`config.mk`:
```
export PLATFORM = sky130hd
export DESIGN_NAME = frac_clk_en_gen_flat
export DESIGN_NICKNAME = d
export VERILOG_FILES = /design/src/rtl/frac_clk_en_gen_if.sv /design/src/rtl/frac_clk_en_gen.sv /design/src/flat_wrapper.sv
export SDC_FILE = /design/constraint.sdc
export NUM_CORES = 1
export LEC_CHECK = 0
export CAP_MARGIN = 20
export CORE_ASPECT_RATIO = 2
export CORE_UTILIZATION = 50
export CTS_BUF_LIST = sky130_fd_sc_hd__clkbuf_2
export DETAILED_ROUTE_END_ITERATION = 8
export HOLD_SLACK_MARGIN = 0.02
export PLACE_DENSITY = 0.73
export SYNTH_ARGS = -nofsm -noshare
export SYNTH_HDL_FRONTEND = slang
export SYNTH_SLANG_ARGS = --single-unit
```
`constraint.sdc`:
```
create_clock -name clk_in -period 10.3 [get_ports clk_in]
set_input_delay 1.545 -clock clk_in [delete_from_list [all_inputs] [get_ports clk_in]]
set_output_delay 1.545 -clock clk_in [all_outputs]
set_load 0.005 [all_outputs]
```
`src/rtl/frac_clk_en_gen_if.sv`:
```
// frac_clk_en_gen_if
//   Ratio configuration port for frac_clk_en_gen. A ratio NUM/DEN moves
//   across on any clock edge where cfg_valid and cfg_ready are both high.
//   Signals:
//     cfg_valid  master -> slave  new ratio offered
//     cfg_ready  slave  -> master block can accept a ratio
//     cfg_num    master -> slave  numerator   (ACC_W bits)
//     cfg_den    master -> slave  denominator (ACC_W bits)
interface frac_clk_en_gen_if #(
  parameter int ACC_W = 16
);
  logic             cfg_valid;
  logic             cfg_ready;
  logic [ACC_W-1:0] cfg_num;
  logic [ACC_W-1:0] cfg_den;

  modport master (output cfg_valid, output cfg_num, output cfg_den, input cfg_ready);
  modport slave  (input cfg_valid, input cfg_num, input cfg_den, output cfg_ready);
endinterface

```
`src/rtl/frac_clk_en_gen.sv`:
```
// frac_clk_en_gen
//   Fractional clock-enable generator. Emits registered one-cycle clk_en
//   pulses at an average rate of NUM/DEN of clk_in using a phase accumulator.
//   The ratio is reprogrammable at runtime; a ratio accepted while running is
//   held pending and only applied on a pulse edge, so no pulse is ever
//   truncated or doubled by a ratio change.
//   Optional feature macro: FRAC_CLK_EN_CNT_EN adds the CNT_W parameter and
//   the pulse_cnt output (pulses issued since entering RUN).
//   Ports:
//     clk_in     single clock
//     rst        synchronous active-high reset
//     en         run request; low = idle, no pulses
//     cfg        ratio handshake (frac_clk_en_gen_if.slave)
//     clk_en     registered one-cycle enable strobe
//     cfg_err    one-cycle pulse: accepted ratio was invalid and discarded
//     pulse_cnt  clk_en pulses since entering RUN (FRAC_CLK_EN_CNT_EN only)
module frac_clk_en_gen #(
  parameter int ACC_W       = 16,
  parameter int DEFAULT_NUM = 1,
  parameter int DEFAULT_DEN = 4
`ifdef FRAC_CLK_EN_CNT_EN
  , parameter int CNT_W     = 16
`endif
) (
  input  logic              clk_in,
  input  logic              rst,
  input  logic              en,
  frac_clk_en_gen_if.slave  cfg,
  output logic              clk_en,
  output logic              cfg_err
`ifdef FRAC_CLK_EN_CNT_EN
  , output logic [CNT_W-1:0] pulse_cnt
`endif
);

  typedef enum logic [1:0] {IDLE, RUN, PEND} state_t;

  state_t           state_reg, state_next;
  // acc stays strictly below den, so ACC_W bits hold it; the sum carries
  // one extra bit so acc + num can never wrap.
  logic [ACC_W-1:0] acc_reg, acc_next;
  logic [ACC_W-1:0] num_reg, num_next;
  logic [ACC_W-1:0] den_reg, den_next;
  logic [ACC_W-1:0] pend_num_reg, pend_num_next;
  logic [ACC_W-1:0] pend_den_reg, pend_den_next;
  logic             clk_en_reg, clk_en_next;
  logic             cfg_err_reg, cfg_err_next;

  logic [ACC_W:0]   sum;
  logic [ACC_W:0]   diff;
  logic             hit;
  logic             num_zero;
  logic             accept;
  logic             cfg_ok;
  logic             take;

  assign sum      = {1'b0, acc_reg} + {1'b0, num_reg};
  assign diff     = sum - {1'b0, den_reg};
  assign hit      = (sum >= {1'b0, den_reg});
  assign num_zero = (num_reg == '0);
  assign accept   = cfg.cfg_valid && cfg.cfg_ready;
  assign cfg_ok   = (cfg.cfg_den != '0) && (cfg.cfg_num <= cfg.cfg_den);
  assign take     = accept && cfg_ok;

  // State register
  always_ff @(posedge clk_in) begin
    if (rst) state_reg <= IDLE;
    else     state_reg <= state_next;
  end

  // Next-state logic
  always_comb begin
    state_next = state_reg;
    case (state_reg)
      IDLE:    if (en) state_next = RUN;
      RUN:     if (!en) state_next = IDLE;
               else if (take) state_next = PEND;
      PEND:    if (!en) state_next = IDLE;
               else if (hit || num_zero) state_next = RUN;
      default: state_next = IDLE;
    endcase
  end

  // Output / datapath logic
  always_comb begin
    cfg.cfg_ready = (state_reg != PEND);
    acc_next      = acc_reg;
    num_next      = num_reg;
    den_next      = den_reg;
    pend_num_next = pend_num_reg;
    pend_den_next = pend_den_reg;
    clk_en_next   = 1'b0;
    cfg_err_next  = accept && !cfg_ok;
    case (state_reg)
      IDLE: begin
        // Covers both staying idle and the IDLE->RUN edge: a ratio taken
        // here is live from the first RUN cycle.
        acc_next = '0;
        if (take) begin
          num_next = cfg.cfg_num;
          den_next = cfg.cfg_den;
        end
      end
      RUN: begin
        if (!en) begin
          acc_next = '0;
          if (take) begin
            num_next = cfg.cfg_num;
            den_next = cfg.cfg_den;
          end
        end else begin
          clk_en_next = hit;
          acc_next    = hit ? diff[ACC_W-1:0] : sum[ACC_W-1:0];
          if (take) begin
            pend_num_next = cfg.cfg_num;
            pend_den_next = cfg.cfg_den;
          end
        end
      end
      PEND: begin
        if (!en) begin
          acc_next = '0;
          num_next = pend_num_reg;
          den_next = pend_den_reg;
        end else begin
          clk_en_next = hit;
          if (hit || num_zero) begin
            // Swap ratio at a period boundary: phase restarts at zero so the
            // new ratio's first period is complete.
            acc_next = '0;
            num_next = pend_num_reg;
            den_next = pend_den_reg;
          end else begin
            acc_next = sum[ACC_W-1:0];
          end
        end
      end
      default: acc_next = '0;
    endcase
  end

  always_ff @(posedge clk_in) begin
    if (rst) begin
      acc_reg      <= '0;
      num_reg      <= ACC_W'(DEFAULT_NUM);
      den_reg      <= ACC_W'(DEFAULT_DEN);
      pend_num_reg <= '0;
      pend_den_reg <= '0;
      clk_en_reg   <= 1'b0;
      cfg_err_reg  <= 1'b0;
    end else begin
      acc_reg      <= acc_next;
      num_reg      <= num_next;
      den_reg      <= den_next;
      pend_num_reg <= pend_num_next;
      pend_den_reg <= pend_den_next;
      clk_en_reg   <= clk_en_next;
      cfg_err_reg  <= cfg_err_next;
    end
  end

  assign clk_en  = clk_en_reg;
  assign cfg_err = cfg_err_reg;

`ifdef FRAC_CLK_EN_CNT_EN
  logic [CNT_W-1:0] cnt_reg, cnt_next;

  always_comb begin
    cnt_next = cnt_reg;
    if (state_reg == IDLE && en) cnt_next = '0;
    else if (clk_en_next)        cnt_next = cnt_reg + 1'b1;
  end

  always_ff @(posedge clk_in) begin
    if (rst) cnt_reg <= '0;
    else     cnt_reg <= cnt_next;
  end

  assign pulse_cnt = cnt_reg;
`endif

endmodule

```
`src/flat_wrapper.sv`:
```
// flat-port wrapper written by rule: the top's interface ports become plain ports
module frac_clk_en_gen_flat 
#(
  parameter int ACC_W       = 16,
  parameter int DEFAULT_NUM = 1,
  parameter int DEFAULT_DEN = 4

)
  (clk_in, rst, en, clk_en, cfg_err, cfg_cfg_valid, cfg_cfg_num, cfg_cfg_den, cfg_cfg_ready);
  frac_clk_en_gen_if #(.ACC_W(ACC_W)) cfg_i ();
  input  logic clk_in;
  input  logic rst;
  input  logic en;
  output logic clk_en;
  output logic cfg_err;
  input wire logic [$bits(cfg_i.cfg_valid)-1:0] cfg_cfg_valid;
  input wire logic [$bits(cfg_i.cfg_num)-1:0] cfg_cfg_num;
  input wire logic [$bits(cfg_i.cfg_den)-1:0] cfg_cfg_den;
  output wire logic [$bits(cfg_i.cfg_ready)-1:0] cfg_cfg_ready;
  assign cfg_i.cfg_valid = cfg_cfg_valid;
  assign cfg_i.cfg_num = cfg_cfg_num;
  assign cfg_i.cfg_den = cfg_cfg_den;
  assign cfg_cfg_ready = cfg_i.cfg_ready;
  frac_clk_en_gen #(.ACC_W(ACC_W), .DEFAULT_NUM(DEFAULT_NUM), .DEFAULT_DEN(DEFAULT_DEN)) u_core (.clk_in(clk_in), .rst(rst), .en(en), .cfg(cfg_i), .clk_en(clk_en), .cfg_err(cfg_err));
endmodule
```
==> out/results.txt <==
The logs give 0 for the remaining global-route overflow and 13,700 µm for the post-detailed-routing wire length. The final max-slew violation count came out at 0. The synthesized design contains 0 enable-type register cells.

The logs give 0 for the total count of hold-check failures in the final report and 0 for the total of warnings raised by yosys. For the initial antenna violation count, the log shows 1. The first global-routing pass estimated 22,400 µm of wire. STA classifies the critical path endpoint as a register. The count of input and output buffers was 38.

The cell taking the most area after synthesis was sky130_fd_sc_hd__dfxtp_1. Dividing the final minimum period by the clock period gives 51.4%. The leakage power total came out at 0.00261 µW.

The total core area is 10,600 µm². The floorplan has 53 rows. In this run the post-CTS setup repair buffer count came out at 0. Based on the critical path, the design can be clocked at up to 189 MHz. The total via count in the routed design was 4,689; the share of the synthesized area in the top cell type was 30.6%. The flow ran to the end, and the final reports show no timing, DRC or antenna violations. Number of levels in the clock H-tree: 3. Total power for the finished layout comes to 1180 µW.

The most frequently used cell type in the post-synthesis netlist is sky130_fd_sc_hd__nor2_1. In the final layout, flip-flops and latches occupy 1680 µm². The power density of the placed cells came out at 195 nW/µm². IR analysis of the VDD net gives a maximum drop of 0.102 mV. Setup violations remaining at the end of the flow were counted as 0. The die is 76.1 µm wide.

The arrival time of the worst setup path was 5.76 ns. From synthesis to final layout, the design area changed by 10.6%. In the final layout, the multi-input gates occupy 3530 µm². The average wire length per cell after detail routing was 16.9 µm. For this design the top-level I/O count stands at 39.

The worst setup path is launched from a register. The die outline area is 11,400 µm². The number of distinct standard cells referenced by the synthesized netlist was 59; the number of nets with antenna violations after detailed routing was 0. The layout has 985 filler cells.

The number of global-route vias before repair is 4,778. The layout cell share with drive strength beyond 1 is 7.72%, and the number of buffers between clock root and the deepest sink is 2. For the TritonCTS sink count, the log shows 84. The logs give 0 for the post-cts sizing count and 10,700 µm for the detailed placer's ending HPWL. Weighted congestion reported at the end of routability-driven placement: 0.962.

TritonCTS built the clock tree. Traced cell by cell, the critical path runs through ha_1 -> fa_1 -> a21oi_1 -> o22ai_2 -> o41ai_4 -> o21ai_0 -> xor2_1 -> ha_1 -> and4_1 -> nand2_1 -> nor4_1 -> or3_1 -> a21oi_4 -> a21oi_4 -> buf_4 -> nor2b_1 -> a211o_1. Across the run, the number of max-cap violations was 0.

For this run, the total global-route usage over all layers was measured as 24.9%. The setup path with the least slack is of type reg2reg. Longest individual stage delay on the worst path: 0.58 ns.

On the critical path, the stage with the largest delay is an instance of sky130_fd_sc_hd__a21oi_4. Synthesized area per cell: 8.52 µm². Before antenna repair, the detailed router went through 4 iterations. For this configuration, the core starts out at a cell density of 51.7%.

The run gives 9 as the number of clock buffers inserted by TritonCTS. The root buffer cell was sky130_fd_sc_hd__clkbuf_2. The DRC marker count from the first detailed-route iteration was 168.

The number of nets in the final layout is 759. Among all flip-flop cells after synthesis, the most frequent one is sky130_fd_sc_hd__dfxtp_1. Clock skew on the completed layout was measured at 0.0247 ns. The share of the Yosys chip area taken by registers is 30.6%.

In the routed design, unresolved DRC markers number 0. The shortest clock period the worst path allows after layout came out at 5.30 ns. For the worst-skew pair, the clock arrives at the later sink with an insertion delay of 0.53 ns.

Setup repair after global routing left no endpoint under its margin. In this run the cell area of the synthesized design comes to 5490 µm². The required time reported for the critical path endpoint is 10.76 ns. Of all flip-flops after synthesis, the portion carrying an async set or reset was 0%. Ranked by total cell area, the synthesized netlist is headed by sky130_fd_sc_hd__dfxtp_1 31%, sky130_fd_sc_hd__ha_1 12%, sky130_fd_sc_hd__mux2i_1 8.8%. The class of the worst hold path was reg2reg. The flip-flop and latch count after synthesis is 84.

After clock tree synthesis, the clock-pin slew on the worst setup and hold paths is 0.24 ns. In this run, post-CTS hold repair placed 0 buffers. The largest fanout on the critical path is 42. The slew of the pin with the lowest slew margin was 0.808 ns. The logs give 734 for the post-synth net total and 644 for the number of instances in the synthesized netlist.

Using the TritonRoute via totals, the vias-per-cell ratio works out to 5.77. Entering global routing, the biggest net connects 70 pins. Measured against its own limit, the worst slew margin works out to 46.1%. The die is 150 µm tall. Counting instances in the post-synthesis netlist gives the leading cell types as 103 x sky130_fd_sc_hd__nor2_1, 84 x sky130_fd_sc_hd__dfxtp_1, 55 x sky130_fd_sc_hd__a21oi_1.

Summed over all failing endpoints, the final setup total negative slack is 0 ns.
## path summary, 6_finish.rpt
path	startpoint	slack, ns	endpoint	cells after the start
worst min register to register	u_core.den_reg[15]	0.52	u_core.den_reg[15]	2
worst max register to register	u_core.num_reg[0]	5.00	u_core.num_reg[0]	17
worst min-delay path	u_core.den_reg[15]	0.52	u_core.den_reg[15]	2
worst max-delay path	u_core.num_reg[0]	5.00	u_core.num_reg[0]	17
## area by class of cell
| type | instances | area share, % |
|---|---|---|
| clock buffers | 9 | 0.742 |
| repair buffers | 42 | 6.89 |
| inverters | 42 | 2.60 |
| flip-flops and latches | 84 | 27.7 |
| clock inverters | 7 | 1.11 |
| multi-input cells | 490 | 58.1 |
| diodes | 1 | 0.0412 |
| well taps | 137 | 2.82 |
## power by group
group / leakage (µW) / switching (µW) / internal, µW
Sequential: 0.000685 / 29.9 / 362
Combinational: 0.00186 / 367 / 249
Clock: 0.0000653 / 118 / 54.7
## per-stage QoR
stage | hold WS [ns] | util [%] | worst slack (ns) | std cells | cell area [µm²]
floorplan | 0.454 | - | 6.36 | 644 | 5490
global placement | 0.463 | 55.9 | 5.09 | 794 | 5930
finish | 0.518 | 57.2 | 5.00 | 812 | 6070
detailed placement | 0.474 | 56.1 | 5.05 | 795 | 5950
global route | 0.533 | 57.2 | 4.66 | 812 | 6070
CTS | 0.518 | 57.2 | 5.05 | 811 | 6070
## placed cells by master (no fill, tap or decap), drive strengths merged, types with 3 or more instances in the layout
cell type / n
o21a: 9
a21oi: 57
dfxtp: 84
clkinv: 4
or2: 3
nor2: 103
o31ai: 4
nor3: 6
ha: 52
nor4: 10
clkdlybuf4s50: 37
nand2: 32
clkbuf: 9
a21o: 10
inv: 42
o311ai: 3
nand4: 10
o31a: 3
o21ai: 15
xnor2: 15
mux2i: 48
or3: 4
nor2b: 8
nand3: 10
xor2: 8
buf: 5
a211oi: 35
o211ai: 5
nand2b: 3
and4: 3
and3: 8
## logic make-up after synthesis
logic type / count (synthesis) / share of synthesized area [%]
and+or+nand+nor: 206 / 17.4
AOI/OAI and AO/OA: 159 / 21.7
DFF: 84 / 30.6
buffers and inverters: 70 / 5.24
adders and majority gates: 54 / 12.6
muxes: 48 / 8.76
xor gates and xnor gates: 23 / 3.67
## critical path: cells and delay by family (launching register included)
kind / cells / cell delay [ns]
compound gates: 7 / 2.08
fa+ha+maj: 3 / 1.05
simple gates: 5 / 0.98
buf+inv: 1 / 0.50
flops: 1 / 0.38
xor+xnor: 1 / 0.22
## routing by layer
| layer | track usage [%] | part of all wire [%] | vias up |
|---|---|---|---|
| met2 | 47.5 | 54 | 119 |
| met3 | 3.88 | 3.0 | 48 |
| met5 | 0 | 0 | - |
| met1 | 23.6 | 36 | 2176 |
| li1 | - | - | 2346 |
| met4 | 19.3 | 6.7 | 0 |
Note: power is estimated with default switching activity, not from simulation.
